## src/rtl/imem_boot_pkg.sv

```systemverilog
// Shared definitions for the instruction-memory boot loader.
// Optional checksum stage is enabled by IMEM_BOOT_CHECKSUM_EN.
package imem_boot_pkg;

  typedef enum logic [2:0] {
    ST_HDR0    = 3'd0,
    ST_HDR1    = 3'd1,
    ST_PAYLOAD = 3'd2,
    ST_WRITE   = 3'd3,
    ST_CSUM    = 3'd4,
    ST_DONE    = 3'd5,
    ST_ERROR   = 3'd6
  } boot_state_e;

  localparam int unsigned HDR_BYTES      = 2;
  localparam int unsigned BYTES_PER_WORD = 4;
  localparam int unsigned BYTE_CNT_W     = $clog2(BYTES_PER_WORD);

endpackage

```

## src/rtl/boot_word_assembler.sv

```systemverilog
// Shifts incoming bytes into a little-endian word; flags the byte that completes it.
module boot_word_assembler
  import imem_boot_pkg::*;
#(
  parameter int unsigned DATA_W = 32
) (
  input  logic              clk,
  input  logic              rst_n,
  input  logic              i_clear,
  input  logic              i_shift_en,
  input  logic [7:0]        i_byte,
  output logic [DATA_W-1:0] o_word,
  output logic              o_word_ready_c
);

  logic [DATA_W-1:0]     r_word;
  logic [BYTE_CNT_W-1:0] r_byte_cnt;

  // New bytes enter at the top so the first byte ends up in bits [7:0].
  always_ff @(posedge clk or negedge rst_n) begin
    if (!rst_n) begin
      r_word     <= '0;
      r_byte_cnt <= '0;
    end else if (i_clear) begin
      r_word     <= '0;
      r_byte_cnt <= '0;
    end else if (i_shift_en) begin
      r_word     <= {i_byte, r_word[DATA_W-1:8]};
      r_byte_cnt <= r_byte_cnt + BYTE_CNT_W'(1);
    end
  end

  assign o_word         = r_word;
  assign o_word_ready_c = i_shift_en && (r_byte_cnt == BYTE_CNT_W'(BYTES_PER_WORD - 1));

endmodule

```

## src/rtl/imem_boot_loader.sv

```systemverilog
// Loads a length-prefixed byte stream into instruction memory, holding the core in reset until done.
// Define IMEM_BOOT_CHECKSUM_EN to require a trailing XOR checksum byte.
module imem_boot_loader
  import imem_boot_pkg::*;
#(
  parameter int unsigned ADDR_W      = 6,
  parameter int unsigned DATA_W      = 32,
  parameter int unsigned TIMEOUT_CYC = 1000000
) (
  input  logic              clk,
  input  logic              rst,
  input  logic              rx_valid,
  input  logic [7:0]        rx_data,
  output logic              rx_ready,
  input  logic              restart,
  output logic              imem_we,
  output logic [ADDR_W-1:0] imem_waddr,
  output logic [DATA_W-1:0] imem_wdata,
  output logic              cpu_rst_n,
  output logic              boot_done,
  output logic              boot_err,
  output logic [ADDR_W:0]   words_loaded
);

  localparam int unsigned LEN_W = 8 * HDR_BYTES;
  localparam int unsigned DEPTH = 1 << ADDR_W;
  localparam int unsigned TMO_W = (TIMEOUT_CYC > 1) ? $clog2(TIMEOUT_CYC) : 1;

  boot_state_e       r_state;
  boot_state_e       w_next_state;
  logic              r_rx_ready;
  logic              r_imem_we;
  logic              r_cpu_rst_n;
  logic              r_boot_done;
  logic              r_boot_err;
  logic [ADDR_W:0]   r_words_loaded;
  logic [LEN_W-1:0]  r_len;
  logic [TMO_W-1:0]  r_tmo;
  logic              w_accept;
  logic              w_word_ready;
  logic [DATA_W-1:0] w_word;
  logic [LEN_W-1:0]  w_len_full;
  logic              w_timeout;
  logic              w_last_word;
  logic              w_restart_ok;
  logic              w_asm_clear;
  logic              w_shift_en;

  assign w_accept     = rx_valid && r_rx_ready;
  assign w_len_full   = {rx_data, r_len[LEN_W-1:8]};
  assign w_timeout    = (r_tmo == TMO_W'(TIMEOUT_CYC - 1));
  assign w_last_word  = (LEN_W'(r_words_loaded) + LEN_W'(1)) == r_len;
  assign w_restart_ok = restart && ((r_state == ST_DONE) || (r_state == ST_ERROR));
  assign w_asm_clear  = (r_state == ST_HDR0) || (r_state == ST_HDR1);
  assign w_shift_en   = w_accept && (r_state == ST_PAYLOAD);

`ifdef IMEM_BOOT_CHECKSUM_EN
  logic [7:0] r_csum;

  always_ff @(posedge clk or negedge rst) begin
    if (!rst) begin
      r_csum <= '0;
    end else if (r_state == ST_HDR0) begin
      r_csum <= '0;
    end else if (w_shift_en) begin
      r_csum <= r_csum ^ rx_data;
    end
  end
`endif

  boot_word_assembler #(
    .DATA_W(DATA_W)
  ) u_asm (
    .clk            (clk),
    .rst_n          (rst),
    .i_clear        (w_asm_clear),
    .i_shift_en     (w_shift_en),
    .i_byte         (rx_data),
    .o_word         (w_word),
    .o_word_ready_c (w_word_ready)
  );

  always_ff @(posedge clk or negedge rst) begin
    if (!rst) r_state <= ST_HDR0;
    else      r_state <= w_next_state;
  end

  always_comb begin
    w_next_state = r_state;
    case (r_state)
      ST_HDR0: begin
        if (w_accept) w_next_state = ST_HDR1;
      end
      ST_HDR1: begin
        if (w_accept) begin
          if ((w_len_full == '0) || (32'(w_len_full) > DEPTH)) w_next_state = ST_ERROR;
          else                                                 w_next_state = ST_PAYLOAD;
        end else if (w_timeout) begin
          w_next_state = ST_ERROR;
        end
      end
      ST_PAYLOAD: begin
        if (w_accept) begin
          if (w_word_ready) w_next_state = ST_WRITE;
        end else if (w_timeout) begin
          w_next_state = ST_ERROR;
        end
      end
      ST_WRITE: begin
        if (w_last_word) begin
`ifdef IMEM_BOOT_CHECKSUM_EN
          w_next_state = ST_CSUM;
`else
          w_next_state = ST_DONE;
`endif
        end else begin
          w_next_state = ST_PAYLOAD;
        end
      end
`ifdef IMEM_BOOT_CHECKSUM_EN
      ST_CSUM: begin
        if (w_accept) begin
          if (rx_data == r_csum) w_next_state = ST_DONE;
          else                   w_next_state = ST_ERROR;
        end else if (w_timeout) begin
          w_next_state = ST_ERROR;
        end
      end
`endif
      ST_DONE, ST_ERROR: begin
        if (restart) w_next_state = ST_HDR0;
      end
      default: w_next_state = ST_HDR0;
    endcase
  end

  // Status outputs are registered from the next state so they line up with it.
  always_ff @(posedge clk or negedge rst) begin
    if (!rst) begin
      r_rx_ready  <= 1'b0;
      r_imem_we   <= 1'b0;
      r_cpu_rst_n <= 1'b0;
      r_boot_done <= 1'b0;
      r_boot_err  <= 1'b0;
    end else begin
      r_rx_ready  <= (w_next_state == ST_HDR0) || (w_next_state == ST_HDR1) ||
                     (w_next_state == ST_PAYLOAD) || (w_next_state == ST_CSUM);
      r_imem_we   <= (w_next_state == ST_WRITE);
      r_cpu_rst_n <= (w_next_state == ST_DONE);
      r_boot_done <= (w_next_state == ST_DONE);
      r_boot_err  <= (w_next_state == ST_ERROR);
    end
  end

  always_ff @(posedge clk or negedge rst) begin
    if (!rst) begin
      r_len          <= '0;
      r_words_loaded <= '0;
      r_tmo          <= '0;
    end else begin
      if (w_accept && ((r_state == ST_HDR0) || (r_state == ST_HDR1)))
        r_len <= w_len_full;
      if (w_restart_ok)
        r_words_loaded <= '0;
      else if (r_state == ST_WRITE)
        r_words_loaded <= r_words_loaded + (ADDR_W + 1)'(1);
      // Idle counter restarts on every byte and state change, and saturates.
      if (w_accept || (w_next_state != r_state))
        r_tmo <= '0;
      else if (!w_timeout)
        r_tmo <= r_tmo + TMO_W'(1);
    end
  end

  assign rx_ready     = r_rx_ready;
  assign imem_we      = r_imem_we;
  assign imem_waddr   = r_words_loaded[ADDR_W-1:0];
  assign imem_wdata   = w_word;
  assign cpu_rst_n    = r_cpu_rst_n;
  assign boot_done    = r_boot_done;
  assign boot_err     = r_boot_err;
  assign words_loaded = r_words_loaded;

endmodule

```

## config.mk

```make
export PLATFORM = sky130hd
export DESIGN_NAME = imem_boot_loader
export DESIGN_NICKNAME = d
export VERILOG_FILES = /design/src/rtl/imem_boot_pkg.sv /design/src/rtl/boot_word_assembler.sv /design/src/rtl/imem_boot_loader.sv
export SDC_FILE = /design/constraint.sdc
export NUM_CORES = 1
export LEC_CHECK = 0
export BUFFER_PORTS_ARGS = -buffer_cell sky130_fd_sc_hd__buf_2
export CAP_MARGIN = 15
export CORE_MARGIN = 4
export CORE_UTILIZATION = 50
export DETAILED_ROUTE_END_ITERATION = 7
export PLACE_DENSITY_LB_ADDON = 0.25
export SLEW_MARGIN = 5
export SYNTH_ARGS = -nofsm -noshare
export SYNTH_HDL_FRONTEND = slang
export SYNTH_SLANG_ARGS = --single-unit
```

## constraint.sdc

```tcl
create_clock -name clk -period 3.5 [get_ports clk]
set_input_delay 0 -clock clk [delete_from_list [all_inputs] [get_ports clk]]
set_output_delay 0 -clock clk [all_outputs]
set_load 0.01 [all_outputs]
```

==> impl_metrics.ini, run 1 <==
[synthesis]
synth_top_area_cell = dfrtp_1
yosysUniqueCellTypes = 49
ys_top_cells_by_area = dfrtp_1, nand2_1, o21ai_0
synth_edf_count = 0
yosys_warnings = 0
synth_seq_area_share_pct = 51.4
synth_area_per_cell_sq_um = 9.31
synth_top_area_share_pct = 51.4
synth_ff_type = dfrtp_1
syn_area_sq_mm = 0.00409
ys_seq_elements = 84
synthArstFlopShare_pct = 100
synthCells = 439
synth_fp_nets = 454

[route]
wire_per_inst_um = 14.3
first_pass_iters = 4
dr_total_vias = 3279
drt_iter0_markers = 191
final_antenna_net_count = 0
wirelength_mm = 8.59
vias_per_cell = 5.46
drc = 0

[final_layout]
layout_common_cells = nand2_1, dfrtp_1, buf_2, nor2_1, o21ai_0
fin_cells = 601
finalNetCount = 509
drive_gt1_share_pct = 20.4
area_growth_pct = 14.5
diodes = 0
final_common_cell = nand2_1

[floorplan]
boundaryPins = 62
die_x_um = 98.4
die_h_um = 98.4
die_area_sq_mm = 0.00969
start_util_pct = 52.1
row_count = 32
coreArea_sq_mm = 0.00785

[cts]
cts_tree = yes
cts_buffers = 9
cts_hold_buf = 9
htree_num_levels = 3
post-cts-setup-buffers = 0
clk_latency_ps = 360
cts-root-buf = clkbuf_8
ctsResizeCount = 0
cts_sinks = 84
cts_max_path_buffers = 2
cts.clk_slew.worst_paths_ps = 90

[placed_design]
finalWeightedCongestion = 0.853
dp_slack_ps = 777
placed_cells_incl_taps = 576
portBuffers = 61
place.detailed.hpwl_mm = 5.92

[pwr]
swShare_pct = 40.8
p_comb_share_pct = 35.3
p_leak_nw = 2.12
power.switching_mw = 1.38
intPower_mw = 1.99
ir_worst_vdd_mv = 0.383
power.share.clock_pct = 19.0
seq_power_share_pct = 45.7
p_per_area_mw_per_mm2 = 720

[sta]
max_slew_margin_pct = 31.7
fin_skew_ps = 13.5
finalHoldViolCount = 0
fmax_mhz = 364
final_max_slew_viol_count = 0
post-route-min-period_ps = 2750
worst_pin_slew_ps = 1020
finalSetupViolCount = 0
finalCritPeriodShare_pct = 78.6
setup_ws_ps = 751
rsz0062_at_grt = no
fin_setup_tns_ps = 0

[grt]
grt_pass1_wl_mm = 14.7
grt_max_degree = 85
grtUsageTotal_pct = 18.3
first_global_vias = 3149
grt_overflow = 0
antenna_found_initial = 0

[worst_setup_path]
critical_path_arrival_ps = 2970
crit_path_start_kind = flop
path_class = reg2reg
endpoint_kind = flop
cp.required_ps = 3720
worstPathMaxFanout = 20

[run]
max_cap_violations = 0

[outcome]
status = finished clean

[min_path]
min_path_type = in2reg
[power by group through the flow]
stage	clock network (mW)	registers [mW]	logic, mW
6_report	0.640	1.54	1.19
2_1_floorplan	0	1.48	0.904
4_1_cts	0.657	1.54	1.20
3_3_place_gp	0	1.54	1.17
5_1_grt	0.698	1.59	1.34
3_5_place_dp	0	1.56	1.19
[cell families after synthesis]
group / synth area share [%]
AND/OR/NAND/NOR: 21.8
buffers and inverters: 4.59
AO/OA/AOI/OAI: 11.2
adder cells (fa/ha/maj): 0.918
XOR/XNOR: 5.14
flip-flops: 51.4
multiplexers: 4.93
[layout make-up]
class | instances | area, sq um
Clock buffer | 9 | 124
Clock inverter | 7 | 55.1
Fill cell | 724 | 3170
Inverter | 10 | 37.5
Multi-Input combinational cell | 314 | 1800
Sequential cell | 84 | 2100
Tap cell | 102 | 128
Timing Repair Buffer | 75 | 435
[final timing paths]
kind	from	endpoint	slack, ps	cells past startpoint
setup / recovery	r_len[10]	r_tmo[4]	750	8
hold / removal	restart	boot_done	50	4
setup reg to reg	r_len[10]	r_tmo[4]	750	8
hold reg to reg	u_asm.o_word[13]	u_asm.o_word[5]	520	2
max in group asynchronous	rst	r_len[0]	2490	2
min in group asynchronous	rst	r_tmo[18]	360	2
[registers in the layout (all words and copies together) (netlist names)]
register          flops
boot_done             1
boot_err              1
imem_we               1
r_len                16
r_state               3
r_tmo                20
rx_ready              1
u_asm.o_word         32
u_asm.r_byte_cnt      2
words_loaded          7
[metrics by stage]
step,power [mW],hold WS [ps],area (sq um),utilization [%]
floorplan,2.39,-296,4090,-
global placement,2.70,247,4410,56.2
detailed placement,2.75,249,4410,56.2
CTS,3.40,35.3,4680,59.6
global route,3.63,63.7,4680,59.6
finish,3.37,50.0,4680,59.6
[synthesized netlist by cell type (all sizes together) (3+ instances only)]
| cell | instances |
|---|---|
| nand2 | 94 |
| dfrtp | 84 |
| o21ai | 42 |
| nor2 | 40 |
| clkbuf | 20 |
| mux2 | 17 |
| xnor2 | 15 |
| buf | 11 |
| nand3 | 11 |
| inv | 10 |
| a21oi | 9 |
| xor2 | 9 |
| a221oi | 8 |
| nand4 | 7 |
| nor4 | 7 |
| and3 | 5 |
| nor3 | 5 |
| nor2b | 4 |
| or4 | 4 |
| and2 | 3 |
| ha | 3 |
| nand4b | 3 |
[worst max-delay path, stage by stage (launching register included)]
cell      delay (ps)
dfrtp_1          400
or4_1            540
or4_1            460
mux2_1           350
a221oi_2         310
nor4_1            80
o21ai_1          160
buf_4            250
a211oi_1          70
[routing by layer]
| metal | up-vias | track usage [%] | routed length (um) | part of all wire [%] |
|---|---|---|---|---|
| met5 | - | 0 | 0 | 0 |
| met4 | 0 | 7.04 | 121 | 1.4 |
| met1 | 1593 | 26.0 | 4070 | 47 |
| met2 | 66 | 28.0 | 4000 | 47 |
| met3 | 9 | 3.47 | 403 | 4.7 |
| li1 | 1611 | - | - | - |
No activity file was read; power rests on OpenSTA's default activity.
==> run 2: changes to the inputs <==
==> constraint.sdc (replaced) <==
create_clock -name clk -period 2.4 [get_ports clk]
set_input_delay 0 -clock clk [delete_from_list [all_inputs] [get_ports clk]]
set_output_delay 0 -clock clk [all_outputs]
set_load 0.01 [all_outputs]
==> impl_metrics.ini, run 2 (synthesis gave the netlist of run 1 again) <==
[route]
wl_met3_um = 509
wire_per_inst_um = 15.0
dr_total_vias = 3448
highest_layer = met4
drt_iter0_markers = 207
vias_per_cell = 5.44
final_antenna_net_count = 0
wl_met1_mm = 4.31
drc = 0
wirelength_mm = 9.50
dr_wl_met2_mm = 4.54
first_pass_iters = 4

[floorplan]
start_util_pct = 52.1
die_area_sq_mm = 0.00969
row_count = 32
die_x_um = 98.4
die_h_um = 98.4
coreArea_sq_mm = 0.00785
boundaryPins = 62

[grt]
grt_overflow = 0
grtUsageTotal_pct = 20.3
antenna_found_initial = 0
first_global_vias = 3365
grt_max_degree = 69
grt_pass1_wl_mm = 16.2

[worst_setup_path]
path_class = reg2reg
worstPathMaxFanout = 5
cpPeakStageDelay_ps = 530
endpoint_kind = flop
critical_path_arrival_ps = 2880
cpMaxStageDelayCell = or4_4
path_delay_family = simple AND/OR/NAND/NOR gates
r2r_slack_ps = -230
crit_path_start_kind = flop
cp.required_ps = 2650
cp_cell_sequence = or4_4, or4_4, mux2_4, a221oi_4, o21ai_1, o21ai_2, buf_6, buf_6, nor2_1
critPathBufInv = 2

[final_layout]
largest_reg_flops = 32
fillers = 644
diodes = 0
layout_common_cells = nand2_1, dfrtp_1, buf_2, o21ai_0, buf_4
postLayoutCellArea_sq_mm = 0.00513
area_growth_pct = 25.5
finalNetCount = 543
multiInputGateArea_sq_mm = 0.00193
drive_gt1_share_pct = 29.5
regArea_sq_mm = 0.00210
fin_cells = 634
final_common_cell = nand2_1

[run]
max_cap_violations = 0

[placed_design]
finalWeightedCongestion = 0.838
place.detailed.hpwl_mm = 6.35
portBuffers = 61
placed_cell_area_sq_mm = 0.00465
placed_cells_incl_taps = 605

[pwr]
swShare_pct = 38.8
p_comb_share_pct = 41.1
ir_worst_vdd_mv = 0.605
intPower_mw = 3.40
power.share.clock_pct = 20.1
finalPower_mw = 5.55
p_leak_nw = 2.33
seq_power_share_pct = 38.8
p_per_area_mw_per_mm2 = 1080
power.switching_mw = 2.15

[cts]
cts_tree = yes
cts-root-buf = clkbuf_8
htree_num_levels = 3
cts_max_path_buffers = 2
cts_buffers = 9
cts_sinks = 84
clk_latency_ps = 360
cts.clk_slew.worst_paths_ps = 90

[outcome]
violations = setup timing
status = finished, violations left

[sta]
max_slew_margin_pct = 61.9
finalHoldViolCount = 0
hold_slack_ps = 12.6
setup_ws_ps = -227
worst_pin_slew_ps = 558
rsz0062_at_grt = yes
post-route-min-period_ps = 2630
fin_skew_ps = 12.1
final_max_slew_viol_count = 0
finalCritPeriodShare_pct = 109
fin_setup_tns_ps = -4490
fmax_mhz = 381
finalSetupViolCount = 23

[min_path]
min_path_type = in2reg
run 2: routing by layer:
| layer | vias up | global-route usage (%) |
|---|---|---|
| li1 | 1685 | - |
| met2 | 96 | 30.7 |
| met4 | 0 | 6.83 |
| met1 | 1656 | 29.6 |
| met5 | - | 0 |
| met3 | 11 | 3.68 |
run 2: worst min-delay path, delay by kind of cell:
family / cells / cell delay (ps)
buffers and inverters: 1 / 140
and+or+nand+nor: 2 / 120
AOI/OAI and AO/OA: 1 / 60
run 2: power by group through the flow:
| stage | Sequential [mW] | Clock, mW | Combinational [mW] |
|---|---|---|---|
| finish | 2.15 | 1.11 | 2.28 |
| global placement | 2.14 | 0 | 2.02 |
| floorplan | 2.16 | 0 | 1.33 |
| global route | 2.21 | 1.19 | 2.53 |
| detailed placement | 2.16 | 0 | 2.07 |
| CTS | 2.14 | 1.13 | 2.21 |
run 2: worst paths after layout:
| kind | from | end | cells after the start |
|---|---|---|---|
| worst max-delay path | r_len[10] | r_tmo[10] | 9 |
| worst min-delay path | restart | boot_done | 4 |
| worst max register to register | r_len[10] | r_tmo[10] | 9 |
| worst min register to register | u_asm.o_word[8] | u_asm.o_word[0] | 2 |
| max in group asynchronous | rst | u_asm.o_word[11] | 3 |
| min in group asynchronous | rst | r_tmo[19] | 2 |
run 2: cell type report:
| class | instances | area share, % |
|---|---|---|
| Sequential cell | 84 | 41.0 |
| Inverter | 10 | 0.732 |
| Clock inverter | 4 | 1.44 |
| Multi-Input combinational cell | 314 | 37.5 |
| Timing Repair Buffer | 109 | 14.1 |
| Tap cell | 102 | 2.49 |
| Clock buffer | 11 | 2.76 |
run 2: timing repair:
item | 4_1_cts | 5_1_grt
setup buffers | 1 | 1
pin swaps | 1 | 6
hold buffers | 9 | 0
setup endpoints to repair | 23 | 25
endpoints found under the hold margin | 59 | 0
resized for setup | 12 | 22
cloned | 3 | 0
run 2: stage by stage:
step,utilization (%),setup WS (ps)
3_3_place_gp,59.2,-184
2_1_floorplan,-,-63.4
5_1_grt,65.4,-289
3_5_place_dp,59.2,-233
6_report,65.4,-227
4_1_cts,64.1,-197
==> run 3: changes to the inputs <==
--- a/config.mk
+++ b/config.mk
@@ -5,10 +5,12 @@
 export SDC_FILE = /design/constraint.sdc
 export NUM_CORES = 1
 export LEC_CHECK = 0
+export ABC_AREA = 1
 export BUFFER_PORTS_ARGS = -buffer_cell sky130_fd_sc_hd__buf_2
 export CAP_MARGIN = 15
 export CORE_MARGIN = 4
 export CORE_UTILIZATION = 50
+export CTS_CLUSTER_SIZE = 28
 export DETAILED_ROUTE_END_ITERATION = 7
 export PLACE_DENSITY_LB_ADDON = 0.25
 export SLEW_MARGIN = 5
==> impl_metrics.ini, run 3 <==
[floorplan]
row_count = 33
boundaryPins = 62
die_area_sq_mm = 0.00985
die_h_um = 99.3
start_util_pct = 50.9
die_x_um = 99.3
coreArea_sq_mm = 0.00818

[cts]
cts_buffers = 9
htree_num_levels = 3
cts-root-buf = clkbuf_8
cts.clk_slew.worst_paths_ps = 90
cts_max_path_buffers = 2
cts_tree = yes
clk_latency_ps = 350
cts_sinks = 84

[placed_design]
finalWeightedCongestion = 0.865
portBuffers = 61
place.detailed.hpwl_mm = 6.72
dp_slack_ps = 219

[pwr]
p_leak_nw = 2.39
power.share.clock_pct = 19.5
intPower_mw = 2.73
p_comb_share_pct = 39.3
seq_power_share_pct = 41.2
swShare_pct = 41.7
p_per_area_mw_per_mm2 = 966
power.switching_mw = 1.95
ir_worst_vdd_mv = 0.413

[synthesis]
synthArstFlopShare_pct = 100
yosys-top-cells-count = nand2_1, dfrtp_1, inv_1
synth_top_area_cell = dfrtp_1
syn_area_sq_mm = 0.00416
synth_compound_area_share_pct = 10.3
synth_top_area_share_pct = 50.5
synth_fp_nets = 506
synth_ff_type = dfrtp_1
ys_top_cells_by_area = dfrtp_1, nand2_1, inv_1
synthSimpleGateAreaFrac_pct = 25.3
yosysMostFrequentCell = nand2_1
synthAdderAreaFrac_pct = 0.901
ys_seq_elements = 84
yosysUniqueCellTypes = 36
synthCells = 491
synth_area_per_cell_sq_um = 8.48
yosys_warnings = 0
synth_seq_area_share_pct = 50.5
synth_top_family_by_area = simple AND/OR/NAND/NOR gates
synth_xor_area_share_pct = 2.73
muxShareOfSynthArea_pct = 0.511
synth_edf_count = 0

[sta]
final_max_slew_viol_count = 0
max_slew_margin_pct = 61.0
fin_setup_tns_ps = 0
rsz0062_at_grt = no
post-route-min-period_ps = 2190
setup_ws_ps = 206
worst_pin_slew_ps = 578
finalSetupViolCount = 0
finalCritPeriodShare_pct = 91.4
fin_skew_ps = 9.73
finalHoldViolCount = 0
fmax_mhz = 456

[final_layout]
finalNetCount = 576
multiInputGateArea_sq_mm = 0.00166
drive_gt1_share_pct = 24.2
diodes = 0
area_growth_pct = 16.3
largest_reg_flops = 32
regArea_sq_mm = 0.00210
final_common_cell = nand2_1
fillers = 755
layout_common_cells = nand2_1, dfrtp_1, inv_1, buf_2, nand3_1

[route]
first_pass_iters = 4
vias_per_cell = 5.15
wire_per_inst_um = 13.7
wirelength_mm = 9.19
drt_iter0_markers = 191
drc = 0
dr_total_vias = 3451
final_antenna_net_count = 0

[worst_setup_path]
path_class = reg2reg
r2r_slack_ps = 210
critical_path_arrival_ps = 2440
cp.required_ps = 2640
crit_path_start_kind = flop
worstPathMaxFanout = 20
endpoint_kind = flop

[grt]
antenna_found_initial = 0
grt_pass1_wl_mm = 16.1
grt_overflow = 0
grt_max_degree = 44
grtUsageTotal_pct = 20.0
first_global_vias = 3484

[outcome]
status = finished clean

[min_path]
min_path_type = in2reg

[run]
max_cap_violations = 0
-- run 3: power by group through the flow --
stage | combinational [mW] | clock [mW] | sequential, mW
detailed placement | 1.83 | 0 | 1.95
CTS | 1.85 | 0.940 | 1.92
global placement | 1.78 | 0 | 1.94
global route | 2.07 | 0.994 | 1.98
floorplan | 1.34 | 0 | 1.96
finish | 1.84 | 0.913 | 1.93
-- run 3: per-layer routing --
metal  routed length, um  share of wire, %  up-vias  GRT usage [%]
li1                    -                 -     1719              -
met1                4310                47     1650           26.4
met2                4230                46       65           32.4
met3                 453               4.9       17           5.05
met4                 196               2.1        0           6.93
met5                   0                 0        -              0
-- run 3: area by class of cell --
| cell class | instances | share of cell area (%) |
|---|---|---|
| sequential | 84 | 43.4 |
| multi-input combinational | 310 | 34.2 |
| timing repair buffer | 79 | 10.1 |
| inverter | 77 | 5.97 |
| clock buffer | 10 | 2.84 |
| tap | 105 | 2.71 |
| clock inverter | 5 | 0.775 |
-- run 3: final timing paths --
path | startpoint | endpoint | cells after the start
max in group asynchronous | rst | r_tmo[6] | 3
setup reg to reg | words_loaded[0] | r_tmo[15] | 17
setup / recovery | words_loaded[0] | r_tmo[15] | 17
hold / removal | restart | words_loaded[4] | 4
min in group asynchronous | rst | r_tmo[3] | 2
hold reg to reg | r_len[10] | r_len[10] | 2
-- run 3: timing repair --
item                                   4_1_cts  5_1_grt
hold buffers                                 9        0
setup buffers                                0        0
endpoints found under the hold margin       58        0
resized for setup                            0        0
-- run 3: through the flow --
stage          hold slack [ps]  instances  instance area [sq um]  total power, mW  util [%]
2_1_floorplan             -296        491                   4160             3.30         -
3_3_place_gp              33.3        646                   4580             3.72      56.0
3_5_place_dp              36.7        646                   4580             3.78      56.0
4_1_cts                   38.6        670                   4840             4.71      59.3
5_1_grt                   63.0        670                   4840             5.04      59.3
6_report                  54.3        670                   4840             4.68      59.3
-- run 3: cells by family (layout without fill, tap and decap cells) --
kind of cell             after synthesis  in the layout
AND/OR/NAND/NOR                      218            218
buffers and inverters                 97            171
flip-flops                            84             84
multiplexers                           2              2
XOR/XNOR                              13             13
AO/OA/AOI/OAI                         74             74
adder cells (fa/ha/maj)                3              3
-- run 3: worst max-delay path, stage by stage (launching register included) --
cell	delay (ps)
dfrtp_1	390
ha_1	300
inv_1	60
nand2_1	50
nand2_1	60
nor2_1	120
nand3_1	80
nor2_1	110
nand2_1	100
nor2_4	110
nand4_4	120
nand2_2	110
nand2_1	60
nand2_1	60
nor2_1	50
nand2_2	70
buf_12	180
nor2_2	50
